**config.mk**
```make
export PLATFORM = sky130hd
export DESIGN_NAME = wb_arbiter
export DESIGN_NICKNAME = d
export VERILOG_FILES = /design/src/rtl/wb_arbiter.sv
export SDC_FILE = /design/constraint.sdc
export NUM_CORES = 1
export LEC_CHECK = 0
export CAP_MARGIN = 10
export CORE_AREA = 2 2 123 125
export CTS_BUF_LIST = sky130_fd_sc_hd__clkbuf_8
export DETAILED_ROUTE_END_ITERATION = 7
export DIE_AREA = 0 0 125 127
export DONT_BUFFER_PORTS = 1
export SLEW_MARGIN = 20
export SYNTH_ARGS = -nofsm -noshare
export SYNTH_HDL_FRONTEND = slang
export SYNTH_SLANG_ARGS = --single-unit
export TNS_END_PERCENT = 50
```
**constraint.sdc**
```tcl
create_clock -name clk -period 5.2 [get_ports clk]
set_clock_uncertainty 0.2 [all_clocks]
set_input_delay 0.52 -clock clk [delete_from_list [all_inputs] [get_ports clk]]
set_output_delay 0.52 -clock clk [all_outputs]
set_load 0.03 [all_outputs]
```
**src/rtl/wb_arbiter.sv**
```systemverilog
// Two-master Wishbone classic arbiter with round-robin arbitration.
// A grant stays locked for the whole of a master's CYC.
// A bus watchdog ends stalled strobes with ERR.
module wb_arbiter #(
   parameter int unsigned AW      = 32,
   parameter int unsigned DW      = 32,
   parameter int unsigned TIMEOUT = 255
) (
   input  logic            clk,
   input  logic            reset,
   // master 0
   input  logic [AW-1:0]   m0_adr_i,
   input  logic [DW-1:0]   m0_dat_i,
   output logic [DW-1:0]   m0_dat_o,
   input  logic            m0_we_i,
   input  logic [DW/8-1:0] m0_sel_i,
   input  logic            m0_stb_i,
   input  logic            m0_cyc_i,
   output logic            m0_ack_o,
   output logic            m0_err_o,
   // master 1
   input  logic [AW-1:0]   m1_adr_i,
   input  logic [DW-1:0]   m1_dat_i,
   output logic [DW-1:0]   m1_dat_o,
   input  logic            m1_we_i,
   input  logic [DW/8-1:0] m1_sel_i,
   input  logic            m1_stb_i,
   input  logic            m1_cyc_i,
   output logic            m1_ack_o,
   output logic            m1_err_o,
   // shared slave side
   output logic [AW-1:0]   s_adr_o,
   output logic [DW-1:0]   s_dat_o,
   input  logic [DW-1:0]   s_dat_i,
   output logic            s_we_o,
   output logic [DW/8-1:0] s_sel_o,
   output logic            s_stb_o,
   output logic            s_cyc_o,
   input  logic            s_ack_i,
   input  logic            s_err_i,
   output logic [1:0]      gnt_o
);

   // Counter only needs to reach TIMEOUT-1.
   localparam int unsigned CW = (TIMEOUT < 2) ? 1 : $clog2(TIMEOUT);
   localparam logic [CW-1:0] WD_LAST = (TIMEOUT == 0) ? '0 : CW'(TIMEOUT - 1);

   typedef enum logic [1:0] {StIdle, StGnt0, StGnt1} state_e;

   state_e          state_q, state_d;
   logic            last_q;   // 1: master 1 was granted most recently
   logic [CW-1:0]   wd_cnt_q;
   logic [1:0]      gnt_q;
   logic            wd_err;

   assign gnt_o = gnt_q;

   // Next-state: round-robin from idle, direct handover when the owner releases.
   always_comb begin
      state_d = state_q;
      case (state_q)
         StIdle: begin
            if (m0_cyc_i && m1_cyc_i) begin
               state_d = last_q ? StGnt0 : StGnt1;
            end else if (m0_cyc_i) begin
               state_d = StGnt0;
            end else if (m1_cyc_i) begin
               state_d = StGnt1;
            end
         end
         StGnt0: begin
            if (!m0_cyc_i) state_d = m1_cyc_i ? StGnt1 : StIdle;
         end
         StGnt1: begin
            if (!m1_cyc_i) state_d = m0_cyc_i ? StGnt0 : StIdle;
         end
         default: state_d = StIdle;
      endcase
   end

   // Watchdog fires on the TIMEOUT-th unanswered strobe cycle; a coincident ack or err wins.
   always_comb begin
      wd_err = (TIMEOUT != 0) && s_stb_o && !s_ack_i && !s_err_i && (wd_cnt_q == WD_LAST);
   end

   // State, registered grant, round-robin history and watchdog counter.
   always_ff @(posedge clk) begin
      if (reset) begin
         state_q  <= StIdle;
         gnt_q    <= 2'b00;
         last_q   <= 1'b1;
         wd_cnt_q <= '0;
      end else begin
         state_q <= state_d;
         gnt_q   <= {state_d == StGnt1, state_d == StGnt0};
         if (state_d != state_q) begin
            if (state_d == StGnt0) last_q <= 1'b0;
            if (state_d == StGnt1) last_q <= 1'b1;
         end
         if (state_d != state_q || !s_stb_o || s_ack_i || s_err_i || wd_err) begin
            wd_cnt_q <= '0;
         end else if (wd_cnt_q != WD_LAST) begin
            wd_cnt_q <= wd_cnt_q + 1'b1;
         end
      end
   end

   // Forward the granted master to the slave side; all zero when idle.
   always_comb begin
      s_adr_o = '0;
      s_dat_o = '0;
      s_we_o  = 1'b0;
      s_sel_o = '0;
      s_cyc_o = 1'b0;
      s_stb_o = 1'b0;
      unique case (gnt_q)
         2'b01: begin
            s_adr_o = m0_adr_i;
            s_dat_o = m0_dat_i;
            s_we_o  = m0_we_i;
            s_sel_o = m0_sel_i;
            s_cyc_o = m0_cyc_i;
            s_stb_o = m0_cyc_i & m0_stb_i;
         end
         2'b10: begin
            s_adr_o = m1_adr_i;
            s_dat_o = m1_dat_i;
            s_we_o  = m1_we_i;
            s_sel_o = m1_sel_i;
            s_cyc_o = m1_cyc_i;
            s_stb_o = m1_cyc_i & m1_stb_i;
         end
         default: ;
      endcase
   end

   // Return path; terminations are suppressed while reset is asserted.
   always_comb begin
      m0_dat_o = s_dat_i;
      m1_dat_o = s_dat_i;
      m0_ack_o = s_ack_i & gnt_q[0] & ~reset;
      m1_ack_o = s_ack_i & gnt_q[1] & ~reset;
      m0_err_o = (s_err_i | wd_err) & gnt_q[0] & ~reset;
      m1_err_o = (s_err_i | wd_err) & gnt_q[1] & ~reset;
   end

endmodule

```
==> impl_metrics.env <==
export IMPL_viasPerCell=4.71
export IMPL_clk_pin_slew_worst_paths_ps=50
export IMPL_drt_initial_drc_count=161
export IMPL_initial_core_util_pct=14.4
export IMPL_drive_above_1_share_pct=5.31
export IMPL_avgSynthCellArea_sq_um=6.71
export IMPL_grt_use_total_pct=7.50
export IMPL_fmax_mhz=296
export IMPL_grt_max_degree=42
export IMPL_numClockSinks=13
export IMPL_fin_area_sq_um=1800
export IMPL_coreArea_sq_um=14400
export IMPL_htreeDepth=1
export IMPL_fin_hold_ws_ps=142
export IMPL_timing_slew_headroom_pct=34.1
export IMPL_p_leak_nw=0.487
export IMPL_cts_root_buffer="clkbuf_8"
export IMPL_area_growth_pct=-13.3
export IMPL_required_ps=4480
export IMPL_antenna_found_initial=1
export IMPL_setup_violations=0
export IMPL_tns_ps=0
export IMPL_ys_flop_type="dfxtp_1"
export IMPL_dr_pass1_iters=4
export IMPL_synth_area_sq_um=2070
export IMPL_synth_edf_count=0
export IMPL_post_cts_buffers=0
export IMPL_ys_warn_count=0
export IMPL_placed_area_sq_um=1750
export IMPL_ys_async_sr_fraction_pct=0
export IMPL_synth_ff_latch_count=13
export IMPL_grt_ovfl_total=0
export IMPL_wl_per_cell_um=17.7
export IMPL_cp_arrival_ps=2660
export IMPL_startpoint_type="flip-flop"
export IMPL_rsz0062_at_grt="no"
export IMPL_cts_buffers=3
export IMPL_ys_seq_area_share_pct=12.6
export IMPL_drc=0
export IMPL_hpwl_um=6070
export IMPL_synthCells=309
export IMPL_clk_insertion_delay_late_ps=240
export IMPL_period_needed_ps=3380
export IMPL_final_hold_viol_count=0
export IMPL_gp_congestion=0.730
export IMPL_die_x_um=125
export IMPL_rows=44
export IMPL_critPathCaptureType="output port"
export IMPL_cts_tree="yes"
export IMPL_cts_path_max_buffers=2
export IMPL_cap_violations=0
export IMPL_vdd_drop_max_v=0.0000980
export IMPL_dpl_worst_slack_ps=2020
export IMPL_power_density_nw_per_um2=193
export IMPL_ios=319
export IMPL_final_nets=411
export IMPL_fillerInstances=1665
export IMPL_dr_total_vias=1932
export IMPL_n_antenna_cell=0
export IMPL_synth_nets=493
export IMPL_min_period_over_period_pct=65.1
export IMPL_synth_distinct_cells=31
export IMPL_drv_slew=0
export IMPL_total_power_mw=0.346
export IMPL_worstPathMaxFanout=40
export IMPL_wirelength_um=7250
export IMPL_ctsHoldBuffers=0
export IMPL_die_height_um=127
export IMPL_grt_pass1_wl_um=9220
export IMPL_first_global_vias=1628
export IMPL_io_buffers=0
export IMPL_dieArea_sq_um=15900
export IMPL_ant_nets=0
export IMPL_crit_type="flip-flop to output port"
export IMPL_outcome="finished, final reports clean"
export IMPL_worst_pin_slew_ps=987
export IMPL_fin_ws_ps=1820
export IMPL_ctsResizeCount=0
export IMPL_hold_path_class="input port to flip-flop"
-- kinds of logic (layout without fill, tap and decap cells) --
family / count (synthesis) / in the layout / share of synthesized area [%]
simple gates: 109 / 109 / 24.0
compound gates: 84 / 84 / 30.1
buf+inv: 95 / 12 / 28.8
xor+xnor: 2 / 2 / 0.846
flops: 13 / 13 / 12.6
fa+ha+maj: 6 / 6 / 3.62
-- cell type report --
cell class / instances / area, sq um / share of cell area, %
timing repair buffer: 3 / 22.5 / 1.25
multi-input combinational: 201 / 1220 / 67.9
inverter: 5 / 18.8 / 1.04
clock inverter: 1 / 3.75 / 0.209
clock buffer: 3 / 41.3 / 2.30
sequential: 13 / 260 / 14.5
tap: 184 / 230 / 12.8
-- cells in the mapped netlist (all sizes together) (3+ instances only) --
cell,instances,area [sq um]
a21oi,4,20.0
a22oi,70,526
a31oi,3,18.8
buf,64,480
clkbuf,26,97.6
dfxtp,13,260
ha,6,75.1
inv,5,18.8
nand2,5,18.8
nand3,3,15.0
nor2,77,289
nor2b,3,18.8
nor3,7,35.0
nor3b,4,30.0
-- path summary, 6_finish.rpt --
path                             startpoint     endpoint  slack [ps]  cells after the start
worst min register to register  wd_cnt_q[0]  wd_cnt_q[0]         280                      1
worst min-delay path                  reset   state_q[0]         140                      1
worst max register to register     gnt_o[1]  wd_cnt_q[4]        2910                      5
worst max-delay path               gnt_o[1]  s_adr_o[11]        1820                      4
-- critical path, cell delays in order (launching register included) --
cell,delay (ps)
dfxtp_1,540
ha_2,680
buf_4,460
a22oi_1,220
nor2_1,490
-- state kept, by name (all words and copies together), names as in the netlist --
signal,cells
wd_cnt_q,8
last_q,1
gnt_o,2
state_q,2
-- through the flow --
| stage | cells | util (%) |
|---|---|---|
| after floorplan | 309 | - |
| after global placement | 406 | 12.1 |
| after detailed placement | 406 | 12.1 |
| after CTS | 410 | 12.5 |
| after global routing | 410 | 12.5 |
| final | 410 | 12.5 |
-- per-layer routing --
| metal | track usage (%) | up-vias | routed length, um |
|---|---|---|---|
| li1 | - | 864 | - |
| met1 | 9.22 | 852 | 2720 |
| met2 | 10.7 | 170 | 3170 |
| met3 | 3.98 | 44 | 1050 |
| met4 | 3.53 | 2 | 291 |
| met5 | 0 | - | 8 |
-- power by group --
part	internal [mW]	leakage (nW)	switching (mW)
combinational	0.0385	0.355	0.110
clock	0.0521	0.0269	0.0353
sequential	0.104	0.106	0.00621
total	0.194	0.487	0.152
-- cell usage in the layout, fill, tap and decap left out, types with 2 or more instances in the layout --
cell and instances:
ha_1 4, o22ai_1 2, nor2_1 77, nor3b_1 4, nor2b_1 3, nand2_1 5, a31oi_1 3, clkbuf_8 3
a21oi_1 4, buf_4 3, nand3_1 3, nor3_1 7, inv_1 6, ha_2 2, a22oi_1 70, dfxtp_1 13
and2_1 2
(Power assumes the default switching activity.)
